### src/rtl/pipe_stall_ctrl.sv
// ---------------------------------------------------------------------------
// pipe_stall_ctrl
//
// Sequencing controller for the 5-stage pipeline. It combines three event
// sources into freeze/flush controls:
//   - multi-cycle data-memory accesses, timed by an IDLE/WAIT/DONE FSM
//   - the data-hazard request from the hazard detection unit
//   - taken-branch redirects resolved in EXE
// Priority is memory stall > branch redirect > data hazard. It also keeps
// saturating performance counters of stall and flush cycles.
//
// Ports:
//   clk           clock
//   rst           asynchronous, active-low reset
//   mem_rd_en     MEM-stage instruction is a load
//   mem_wr_en     MEM-stage instruction is a store
//   hazard        data hazard detected in ID
//   branch_taken  EXE-stage branch resolved taken
//   pc_freeze     hold PC
//   if_freeze     hold IF/ID register
//   if_flush      clear IF/ID register
//   id_flush      clear ID/EXE register (bubble)
//   exe_freeze    hold ID/EXE and EXE/MEM registers
//   mem_freeze    hold MEM/WB register
//   mem_ready     one-cycle pulse, memory access completes this cycle
//   stall_count   number of cycles with pc_freeze=1 (saturating)
//   flush_count   number of cycles with if_flush=1 (saturating)
// ---------------------------------------------------------------------------
module pipe_stall_ctrl #(
    parameter int WAIT_CYCLES = 4,
    parameter int CNT_W       = 16
) (
    input  logic             clk,
    input  logic             rst,
    input  logic             mem_rd_en,
    input  logic             mem_wr_en,
    input  logic             hazard,
    input  logic             branch_taken,
    output logic             pc_freeze,
    output logic             if_freeze,
    output logic             if_flush,
    output logic             id_flush,
    output logic             exe_freeze,
    output logic             mem_freeze,
    output logic             mem_ready,
    output logic [CNT_W-1:0] stall_count,
    output logic [CNT_W-1:0] flush_count
);

    typedef enum logic [1:0] {
        IDLE = 2'd0,
        WAIT = 2'd1,
        DONE = 2'd2
    } state_t;

    // r_wcnt counts stall cycles already spent on the current access;
    // the access ends when it reaches WAIT_CYCLES-1 in WAIT.
    localparam logic [7:0]       LAST_CNT = 8'(WAIT_CYCLES - 1);
    localparam logic [CNT_W-1:0] CNT_MAX  = '1;

    state_t     r_state;
    logic [7:0] r_wcnt;

    logic       w_mem_req;
    logic       w_mem_stall;

    function automatic logic [CNT_W-1:0] sat_inc(input logic [CNT_W-1:0] v,
                                                 input logic             en);
        if (en && (v != CNT_MAX)) begin
            return v + CNT_W'(1);
        end
        return v;
    endfunction

    assign w_mem_req = mem_rd_en | mem_wr_en;

    // The stall is Mealy: it is raised in the same cycle the request is seen
    // in IDLE, and drops in the very cycle the request is withdrawn in WAIT.
    assign w_mem_stall = rst && w_mem_req &&
                         ((r_state == IDLE) || (r_state == WAIT));

    always_ff @(posedge clk or negedge rst) begin
        if (!rst) begin
            r_state <= IDLE;
            r_wcnt  <= 8'd0;
        end else begin
            case (r_state)
                IDLE: begin
                    if (w_mem_req) begin
                        r_wcnt <= 8'd1;
                        if (WAIT_CYCLES == 1) begin
                            r_state <= DONE;
                        end else begin
                            r_state <= WAIT;
                        end
                    end
                end
                WAIT: begin
                    if (!w_mem_req) begin
                        // Abort: no completion pulse for a withdrawn access.
                        r_state <= IDLE;
                        r_wcnt  <= 8'd0;
                    end else if (r_wcnt == LAST_CNT) begin
                        r_state <= DONE;
                        r_wcnt  <= 8'd0;
                    end else begin
                        r_wcnt <= r_wcnt + 8'd1;
                    end
                end
                DONE: begin
                    r_state <= IDLE;
                    r_wcnt  <= 8'd0;
                end
                default: begin
                    r_state <= IDLE;
                    r_wcnt  <= 8'd0;
                end
            endcase
        end
    end

    // While stalled, EXE/ID are held and re-present branch/hazard afterwards,
    // so they are ignored. A taken branch squashes the wrong-path hazard.
    always_comb begin
        pc_freeze  = 1'b0;
        if_freeze  = 1'b0;
        if_flush   = 1'b0;
        id_flush   = 1'b0;
        exe_freeze = 1'b0;
        mem_freeze = 1'b0;
        mem_ready  = 1'b0;
        if (rst) begin
            mem_ready = (r_state == DONE);
            if (w_mem_stall) begin
                pc_freeze  = 1'b1;
                if_freeze  = 1'b1;
                exe_freeze = 1'b1;
                mem_freeze = 1'b1;
            end else if (branch_taken) begin
                if_flush = 1'b1;
                id_flush = 1'b1;
            end else if (hazard) begin
                pc_freeze = 1'b1;
                if_freeze = 1'b1;
                id_flush  = 1'b1;
            end
        end
    end

    always_ff @(posedge clk or negedge rst) begin
        if (!rst) begin
            stall_count <= '0;
            flush_count <= '0;
        end else begin
            stall_count <= sat_inc(stall_count, pc_freeze);
            flush_count <= sat_inc(flush_count, if_flush);
        end
    end

endmodule

### config.mk
export PLATFORM = sky130hd
export DESIGN_NAME = pipe_stall_ctrl
export DESIGN_NICKNAME = d
export VERILOG_FILES = /design/src/rtl/pipe_stall_ctrl.sv
export SDC_FILE = /design/constraint.sdc
export NUM_CORES = 1
export LEC_CHECK = 0
export ABC_AREA = 1
export CAP_MARGIN = 30
export CORE_MARGIN = 10
export CORE_UTILIZATION = 53
export DETAILED_ROUTE_END_ITERATION = 16
export PLACE_DENSITY = 0.76
export RECOVER_POWER = 100
export SLEW_MARGIN = 40
export SYNTH_ARGS = -nofsm -noshare
export SYNTH_HDL_FRONTEND = slang
export SYNTH_SLANG_ARGS = --single-unit
### constraint.sdc
create_clock -name clk -period 2 [get_ports clk]
set_input_delay 0.4 -clock clk [delete_from_list [all_inputs] [get_ports clk]]
set_output_delay 0.4 -clock clk [all_outputs]
set_load 0.02 [all_outputs]
==> impl_metrics.tcl <==
set metrics [dict create \
    outcome "complete, no violations" \
    fp.dieW_um 90.7 \
    syn_avg_cell_area_um2 6.87 \
    clkPwrFrac 0.222 \
    firstDrtPassIters 5 \
    worstSetupPathType "register to primary output" \
    numCtsBuffers 5 \
    setup_viol 0 \
    yosysTopAreaCell "dfrtp_1" \
    portBuffers 44 \
    final_util 0.678 \
    start_kind "register" \
    first_global_vias 2458 \
    syn_to_final_growth_pct 22.4 \
    grt_usage 0.160 \
    antenna_left 0 \
    final_area_mm2 0.00325 \
    synth_simple_gate_area_share 0.429 \
    ys.flop_type "dfrtp_1" \
    yosysSeqAreaShare 0.396 \
    synth_cell_type_count 28 \
    rows 25 \
    hpwl_mm 5.00 \
    post-place-ws_ns -0.326 \
    seq_power_share 0.455 \
    synthAdderAreaFrac 0.0142 \
    pin_count 45 \
    dieArea_mm2 0.00823 \
    crit_fanout 6 \
    core-area_mm2 0.00479 \
    totalWireLength_mm 6.48 \
    clock_path_buffers 2 \
    ys.warnings.count 0 \
    power_density_mw_per_mm2 754 \
    drive_above_1_share 0.0816 \
    async_flop_share 1.00 \
    avgViaCountPerCell 5.06 \
    placed_area_mm2 0.00322 \
    die_h_um 90.7 \
    synth_edf_count 0 \
    clkLatencyLatePin_ns 0.29 \
    initial_core_util 0.554 \
    switching_share 0.372 \
    yosysTopAreaCellShare 0.396 \
    worst_slew_pin_slew_ns 1.24 \
    drcViolationCount 0 \
    cts.sinks 42 \
    fmax_mhz 530 \
    syn-cell-area_mm2 0.00265 \
    grt_overflow 0 \
    peakVddDrop_mv 0.563 \
    worstPathArrival_ns 1.49 \
    n_antenna_cell 0 \
    power_switching_uw 911 \
    synthMuxAreaShare 0 \
    p_int_uw 1540 \
    cts_root_buf "clkbuf_8" \
    wire_per_inst_um 12.7 \
    drt_iter0_markers 99 \
    fin_hold_ws_ns 0.550 \
    setup_ws_ns 0.112 \
    grt_max_degree 24 \
    vias 2571 \
    p_leak_uw 0.00168 \
    drv_cap 0 \
    synthCells 386 \
    critPathCaptureType "primary output" \
    fin_crit_ns 1.89 \
    hold_class "primary input to asynchronous set/reset pin" \
    power_uw 2450 \
    grt_pass1_wl_mm 11.2 \
    rsz0062_at_grt "no" \
    synth_top_family_by_area "simple AND/OR/NAND/NOR gates" \
    seqCellArea_mm2 0.00105 \
    p_comb_frac 0.323 \
    cts.clk_slew.worst_paths_ns 0.08 \
    layout.nets 451 \
    drv_slew 0 \
    place_congestion 0.903 \
    tritoncts "done" \
    htreeDepth 2 \
    hold_violations 0 \
    synth_seq_cells 42 \
    ys_top_cells_by_area "dfrtp_1, nand2_1, nor2_1" \
    required_ns 1.60 \
    antenna_found_initial 0 \
    period_share 0.944 \
    fill_cells 453 \
    synth_compound_area_frac 0.0401 \
    syn_nets 395 \
    synthXorXnorAreaFrac 0.0496 \
    multi_input_area_mm2 0.00140 \
    slew_headroom 0.172 \
    fin_skew_ns 0.00312 \
]
==> sequential cells by signal, indices dropped and copies added (netlist names) <==
signal	cells
flush_count	16
stall_count	16
r_state	2
r_wcnt	8
==> critical path: stages, from the launching register on <==
cell and delay, ns:
dfrtp_1 0.39, buf_4 0.16, dlygate4sd3_1 0.65
==> final timing paths <==
path	start	end	slack, ns	cells past startpoint
worst min register to register	r_wcnt[1]	r_wcnt[1]	0.55	2
worst max-delay path	stall_count[0]	stall_count[0]	0.11	2
worst min-delay path	rst	r_state[0]	0.55	2
min in group clk	r_wcnt[1]	r_wcnt[1]	0.55	2
max in group asynchronous	rst	flush_count[4]	0.65	2
worst max register to register	flush_count[0]	flush_count[4]	0.24	9
==> power by group through the flow <==
| stage | Clock [µW] | Sequential [µW] | Combinational (µW) |
|---|---|---|---|
| 2_1_floorplan | 0 | 1200 | 411 |
| 3_3_place_gp | 0 | 1130 | 827 |
| 5_1_grt | 593 | 1130 | 879 |
| 6_report | 544 | 1110 | 791 |
| 3_5_place_dp | 0 | 1130 | 844 |
| 4_1_cts | 561 | 1120 | 840 |
==> metrics by stage <==
stage	setup TNS (ns)	cells
global route	0	508
detailed placement	-1.76	502
CTS	0	508
global placement	-1.54	502
floorplan	0	386
finish	0	508
==> metal layers <==
layer	vias to the layer above	wire length, µm	global-route usage	part of all wire
met5	-	0	0	0
met1	1202	2990	0.190	0.46
met3	7	349	0.0540	0.054
li1	1320	-	-	-
met4	0	78	0.0398	0.012
met2	42	3060	0.269	0.47
==> timing repair <==
item,in CTS,in global routing
hold buffers,0,0
setup buffers,0,0
setup endpoints to repair,7,6
gates resized for setup,13,8
==> synthesized netlist by cell type, types with 3 or more instances <==
| library cell | n |
|---|---|
| dfrtp_1 | 42 |
| nor2_2 | 3 |
| inv_2 | 5 |
| nand3b_1 | 3 |
| inv_1 | 32 |
| xnor2_1 | 6 |
| nand2_1 | 180 |
| buf_4 | 3 |
| ha_1 | 3 |
| nand4_1 | 15 |
| nor2_1 | 38 |
| o21ai_0 | 9 |
| nand3_1 | 16 |
| nand2_2 | 3 |
| xor2_1 | 9 |
==> placed cells by master (no fill, tap or decap), types with 4 or more instances in the layout <==
cell type / Yosys / layout
buf_4: 3 / 8
clkbuf_1: 0 / 5
clkbuf_2: 0 / 4
clkbuf_8: 0 / 6
clkdlybuf4s50_1: 0 / 4
dfrtp_1: 42 / 42
dlygate4sd3_1: 0 / 32
inv_1: 32 / 34
nand2_1: 180 / 180
nand2_2: 3 / 4
nand3_1: 16 / 16
nand4_1: 15 / 15
nor2_1: 38 / 38
nor2_2: 3 / 4
o21ai_0: 9 / 9
xnor2_1: 6 / 6
xor2_1: 9 / 9
==> area by class of cell <==
| cell class | instances | area share |
|---|---|---|
| flip-flops and latches | 42 | 0.324 |
| repair buffers | 55 | 0.150 |
| clock buffers | 6 | 0.0254 |
| inverters | 37 | 0.0428 |
| multi-input cells | 301 | 0.432 |
| well taps | 67 | 0.0258 |
==> cell families (layout without fill, tap and decap cells) <==
group | Yosys count | in the layout
buf+inv | 43 | 98
xor+xnor | 15 | 15
compound gates | 17 | 17
simple gates | 266 | 266
fa+ha+maj | 3 | 3
flops | 42 | 42
Power figures use the tool's default switching activity.
